--- config.mk ---
export PLATFORM = sky130hd
export DESIGN_NAME = tl_ad_buffer
export DESIGN_NICKNAME = d
export VERILOG_FILES = /design/src/rtl/tl_ad_buffer_pkg.sv /design/src/rtl/tl_ad_queue.sv /design/src/rtl/tl_ad_buffer.sv
export SDC_FILE = /design/constraint.sdc
export NUM_CORES = 1
export LEC_CHECK = 0
export ABC_AREA = 1
export BUFFER_PORTS_ARGS = -buffer_cell sky130_fd_sc_hd__buf_2
export CORE_MARGIN = 2
export CORE_UTILIZATION = 56
export CTS_CLUSTER_DIAMETER = 200
export DETAILED_ROUTE_END_ITERATION = 16
export PLACE_DENSITY = 0.85
export SYNTH_ARGS = -nofsm -noshare
export SYNTH_HDL_FRONTEND = slang
export SYNTH_SLANG_ARGS = --single-unit
--- constraint.sdc ---
create_clock -name clock -period 22 [get_ports clock]
set_clock_uncertainty 0.2 [all_clocks]
set_input_delay 1.1 -clock clock [delete_from_list [all_inputs] [get_ports clock]]
set_output_delay 1.1 -clock clock [all_outputs]
set_load 0.05 [all_outputs]
--- src/rtl/tl_ad_buffer_pkg.sv ---
// Shared TileLink A/D field widths, opcodes, packing offsets and width helpers
// for the tl_ad_buffer block.
package tl_ad_buffer_pkg;

  localparam logic [2:0] OP_A_PUT_FULL        = 3'd0;
  localparam logic [2:0] OP_A_PUT_PARTIAL     = 3'd1;
  localparam logic [2:0] OP_A_GET             = 3'd4;
  localparam logic [2:0] OP_D_ACCESS_ACK      = 3'd0;
  localparam logic [2:0] OP_D_ACCESS_ACK_DATA = 3'd1;

  localparam int OPCODE_W  = 3;
  localparam int A_PARAM_W = 3;
  localparam int D_PARAM_W = 2;
  localparam int SIZE_W    = 3;
  localparam int CORRUPT_W = 1;
  localparam int DENIED_W  = 1;

  // Offsets from the LSB; packing is MSB-first so corrupt sits at bit 0.
  localparam int CORRUPT_OFF = 0;
  localparam int DATA_OFF    = CORRUPT_OFF + CORRUPT_W;

  function automatic int a_width(input int addr_w, input int data_w, input int source_w);
    return OPCODE_W + A_PARAM_W + SIZE_W + source_w + addr_w + data_w / 8 + data_w + CORRUPT_W;
  endfunction

  function automatic int d_width(input int data_w, input int source_w);
    return OPCODE_W + D_PARAM_W + SIZE_W + source_w + DENIED_W + data_w + CORRUPT_W;
  endfunction

  function automatic int a_mask_off(input int data_w);
    return DATA_OFF + data_w;
  endfunction

  function automatic int a_addr_off(input int data_w);
    return a_mask_off(data_w) + data_w / 8;
  endfunction

  function automatic int a_source_off(input int addr_w, input int data_w);
    return a_addr_off(data_w) + addr_w;
  endfunction

  function automatic int d_denied_off(input int data_w);
    return DATA_OFF + data_w;
  endfunction

  function automatic int d_source_off(input int data_w);
    return d_denied_off(data_w) + DENIED_W;
  endfunction

  // A depth-0 queue still exposes a one-bit count tied to zero.
  function automatic int cnt_width(input int depth);
    return (depth == 0) ? 1 : $clog2(depth + 1);
  endfunction

endpackage

--- src/rtl/tl_ad_queue.sv ---
// Generic ready/valid FIFO; DEPTH=0 is a combinational wire. Optional macro
// TL_AD_BUFFER_FLOW_EN forwards input to output combinationally when empty.
module tl_ad_queue
  import tl_ad_buffer_pkg::*;
#(
  parameter int WIDTH = 8,
  parameter int DEPTH = 2,
  localparam int CNT_W = cnt_width(DEPTH)
) (
  input  logic             clock,
  input  logic             reset,
  input  logic             in_valid,
  output logic             in_ready,
  input  logic [WIDTH-1:0] in_bits,
  output logic             out_valid,
  input  logic             out_ready,
  output logic [WIDTH-1:0] out_bits,
  output logic [CNT_W-1:0] count
);

  if (DEPTH == 0) begin : g_wire
    assign out_valid = in_valid;
    assign in_ready  = out_ready;
    assign out_bits  = in_bits;
    assign count     = '0;
  end else begin : g_fifo
    localparam int PTR_W = (DEPTH > 1) ? $clog2(DEPTH) : 1;

    logic [WIDTH-1:0] mem_q [DEPTH];
    logic [PTR_W-1:0] wr_q, wr_d, rd_q, rd_d;
    logic [CNT_W-1:0] cnt_q, cnt_d;
    logic             empty, pass, enq, deq;

    assign empty = (cnt_q == '0);
`ifdef TL_AD_BUFFER_FLOW_EN
    assign pass = empty & in_valid;
`else
    assign pass = 1'b0;
`endif
    // No bypass when full: in_ready depends only on registered count.
    assign in_ready  = (cnt_q < CNT_W'(DEPTH));
    assign out_valid = ~empty | pass;
    assign out_bits  = pass ? in_bits : mem_q[rd_q];
    assign deq       = out_ready & ~empty;
    assign enq       = in_valid & in_ready & ~(pass & out_ready);

    always_comb begin
      wr_d  = wr_q;
      rd_d  = rd_q;
      cnt_d = cnt_q;
      if (enq) wr_d = (wr_q == PTR_W'(DEPTH - 1)) ? '0 : wr_q + 1'b1;
      if (deq) rd_d = (rd_q == PTR_W'(DEPTH - 1)) ? '0 : rd_q + 1'b1;
      case ({enq, deq})
        2'b10:   cnt_d = cnt_q + 1'b1;
        2'b01:   cnt_d = cnt_q - 1'b1;
        default: cnt_d = cnt_q;
      endcase
    end

    always_ff @(posedge clock) begin
      if (reset) begin
        wr_q  <= '0;
        rd_q  <= '0;
        cnt_q <= '0;
      end else begin
        wr_q  <= wr_d;
        rd_q  <= rd_d;
        cnt_q <= cnt_d;
      end
    end

    always_ff @(posedge clock) begin
      if (enq && !reset) mem_q[wr_q] <= in_bits;
    end

    assign count = cnt_q;
  end

endmodule

--- src/rtl/tl_ad_buffer.sv ---
// Two independent TileLink channel buffers (A: client->manager, D: manager->client)
// with occupancy and idle reporting. Macro TL_AD_BUFFER_FLOW_EN enables flow mode.
module tl_ad_buffer
  import tl_ad_buffer_pkg::*;
#(
  parameter int ADDR_W   = 31,
  parameter int DATA_W   = 64,
  parameter int SOURCE_W = 7,
  parameter int A_DEPTH  = 2,
  parameter int D_DEPTH  = 2,
  localparam int A_W     = a_width(ADDR_W, DATA_W, SOURCE_W),
  localparam int D_W     = d_width(DATA_W, SOURCE_W),
  localparam int A_CNT_W = cnt_width(A_DEPTH),
  localparam int D_CNT_W = cnt_width(D_DEPTH)
) (
  input  logic               clock,
  input  logic               reset,
  input  logic               a_in_valid,
  output logic               a_in_ready,
  input  logic [A_W-1:0]     a_in_bits,
  output logic               a_out_valid,
  input  logic               a_out_ready,
  output logic [A_W-1:0]     a_out_bits,
  input  logic               d_in_valid,
  output logic               d_in_ready,
  input  logic [D_W-1:0]     d_in_bits,
  output logic               d_out_valid,
  input  logic               d_out_ready,
  output logic [D_W-1:0]     d_out_bits,
  output logic [A_CNT_W-1:0] a_count,
  output logic [D_CNT_W-1:0] d_count,
  output logic               idle
);

  tl_ad_queue #(.WIDTH(A_W), .DEPTH(A_DEPTH)) u_a_queue (
    .clock     (clock),
    .reset     (reset),
    .in_valid  (a_in_valid),
    .in_ready  (a_in_ready),
    .in_bits   (a_in_bits),
    .out_valid (a_out_valid),
    .out_ready (a_out_ready),
    .out_bits  (a_out_bits),
    .count     (a_count)
  );

  tl_ad_queue #(.WIDTH(D_W), .DEPTH(D_DEPTH)) u_d_queue (
    .clock     (clock),
    .reset     (reset),
    .in_valid  (d_in_valid),
    .in_ready  (d_in_ready),
    .in_bits   (d_in_bits),
    .out_valid (d_out_valid),
    .out_ready (d_out_ready),
    .out_bits  (d_out_bits),
    .count     (d_count)
  );

  assign idle = (a_count == '0) && (d_count == '0);

endmodule
==> impl_metrics.yaml <==
grt:
  antenna_found_initial: 11
  grt_first_pass_wirelength_um: 47000
  grtUsageMet1_pct: 23.9
  grt_use_total_pct: 22.2
  use_met2_pct: 39.8
  first_global_vias: 8494
  top_usage_layer: "met2"
  grt_overflow: 0
  grt_max_degree: 85
  met3_usage_pct: 8.06
cells_and_area:
  layout_common_cells: "416 x buf_2, 402 x edfxtp_1, 201 x mux2_2, 42 x clkbuf_16, 16 x nand2_1"
  finalNonFillerCells: 1512
  fin_util_pct: 71.2
  nFillCells: 1583
  finalNetCount: 1352
  final_cell_area_um2: 18700
  drive_gt1_share_pct: 58.4
  final_common_cell: "buf_2"
  syn_to_final_growth_pct: 24.0
route:
  drc: 0
  drtIter0Drc: 627
  finalWirelength_um: 32200
  drtAntennaViolNets: 0
  drt-vias-per-instance: 5.30
  post_drt_wl_per_cell_um: 21.3
  first_pass_iters: 5
  vias: 8021
flow_run:
  cap_violations: 0
setup_path:
  slowest_delay_ns: 0.84
  crit_family: "buffers and inverters"
  crit_required_ns: 20.70
  start_kind: "flip-flop"
  cp_max_fo: 77
  critical_path_class: "flip-flop to output pin"
  critical_path_arrival_ns: 2.90
  crit_chain: "buf_4, mux2_2, buf_2"
  cp_num_buf_inv: 2
  cp_slowest_cell: "buf_4"
  critPathCaptureType: "output pin"
sta:
  fmax_mhz: 238
  maxSlewHeadroom_pct: 24.5
  fin_crit_sh_pct: 19.1
  hold_viol: 0
  setup_violations: 0
  period_needed_ns: 4.20
  setup_ws_ns: 17.80
  rsz0062_at_grt: "no"
  whs_ns: 0.263
  slew_viol_final: 0
  finalSetupTns_ns: 0
  worstMarginPinSlew_ns: 1.13
clock_tree:
  ctsRootBufferMaster: "clkbuf_16"
  cts_inserted_buffers: 41
  cts_resized: 0
  clock-sinks: 412
  cts_hold_repair.buffers: 0
  insertion_delay_ns: 0.51
  cts_tree: "built"
  clkTransAtPathRegs_ns: 0.06
  cts.htree.levels: 2
  cts_setup_buffers: 0
  clockBufferDepth: 3
synthesis:
  synth_seq_area_share_pct: 81.6
  synth-xor-area-share_pct: 0
  syn-num-nets: 908
  synth_top_family_by_area: "multiplexers"
  yosys.area_share.simple_pct: 1.04
  synth_compound_area_share_pct: 0.266
  synth.distinct_cells: 15
  synth_area_um2: 15000
  ys_ff_latch: 412
  ys_warn_count: 0
  synth.area.mux_share_pct: 15.0
  synth_fa_ha_area_share_pct: 0.166
  avgSynthCellArea_um2: 21.5
  syn-instance-count: 699
placement:
  numPortBuffers: 416
  pre_cts_ws_ns: 18.17
  place_hpwl_um: 21600
  dpl_cell_area_um2: 17400
  dp_cells: 1435
  gp_congestion: 0.801
hold_path:
  min-delay-path-class: "flip-flop to flip-flop"
die:
  placementRows: 59
  start_util_pct: 57.4
  pin_count: 417
  core_area_um2: 26200
  die_y_um: 168
  die_area_um2: 28200
  die_w_um: 168
pwr:
  cellPowerDensity_nw_per_um2: 117
  vdd.ir_drop.worst_mv: 0.106
  finalPower_mw: 2.18
  p_leak_nw: 6.96
run_status:
  outcome: "finished, final reports clean"
[worst register-to-register path: stages, from the launching register on]
cell and delay, ns:
dfxtp_1 0.34, inv_1 0.11, nand3_1 0.15, nor2_4 0.83, buf_4 0.97
[layer usage]
layer	part of all wire (%)	wire length (um)
met2	52	16600
met1	35	11200
met3	9.9	3180
met4	3.7	1190
met5	0.19	61
[synth_stat cells, drive strengths merged]
master / count / area [um2]
ha: 2 / 25.0
nand3: 2 / 10.0
a21oi: 4 / 20.0
nor2: 17 / 63.8
buf: 22 / 231
mux2: 201 / 2260
o21ai: 4 / 20.0
inv: 15 / 56.3
dfxtp: 10 / 200
edfxtp: 402 / 12100
nand4: 2 / 12.5
nand2: 16 / 60.1
nor3: 2 / 10.0
[final cells by class]
cell class	instances	area [um2]	share of cell area [%]
flip-flops and latches	412	12300	65.8
multi-input cells	250	2510	13.5
repair buffers	423	2130	11.4
clock buffers	52	1090	5.83
well taps	335	419	2.25
clock inverters	19	155	0.832
inverters	15	56.3	0.302
diodes	6	15.0	0.0805
[power by group]
group	switching, mW	internal (mW)
clock	0.272	0.374
combinational	0.428	0.155
sequential	0.0223	0.928
total	0.722	1.46
[cell families after synthesis]
kind of cell | count (synthesis)
AND/OR/NAND/NOR | 39
multiplexers | 201
buffers and inverters | 37
AO/OA/AOI/OAI | 8
flip-flops | 412
adder cells (fa/ha/maj) | 2
[registers in the layout, summed over array words and instances (netlist names), named ones only]
register and flops:
u_a_queue.g_fifo.mem_q 240, u_d_queue.g_fifo.mem_q 162, u_a_queue.count 2, u_d_queue.count 2
u_a_queue.g_fifo.rd_q 1, u_a_queue.g_fifo.wr_q 1, u_d_queue.g_fifo.rd_q 1, u_d_queue.g_fifo.wr_q 1
[final timing paths]
| kind | cells past startpoint | startpoint | slack [ns] | endpoint |
|---|---|---|---|---|
| worst max-delay path | 3 | flip-flop | 17.80 | a_out_bits[75] |
| worst min-delay path | 2 | u_d_queue.g_fifo.wr_q | 0.26 | u_d_queue.g_fifo.wr_q |
| worst max register to register | 4 | u_a_queue.count[1] | 18.90 | u_a_queue.g_fifo.mem_q[0][100] |
| worst min register to register | 2 | u_d_queue.g_fifo.wr_q | 0.26 | u_d_queue.g_fifo.wr_q |
Power figures use the tool's default switching activity.
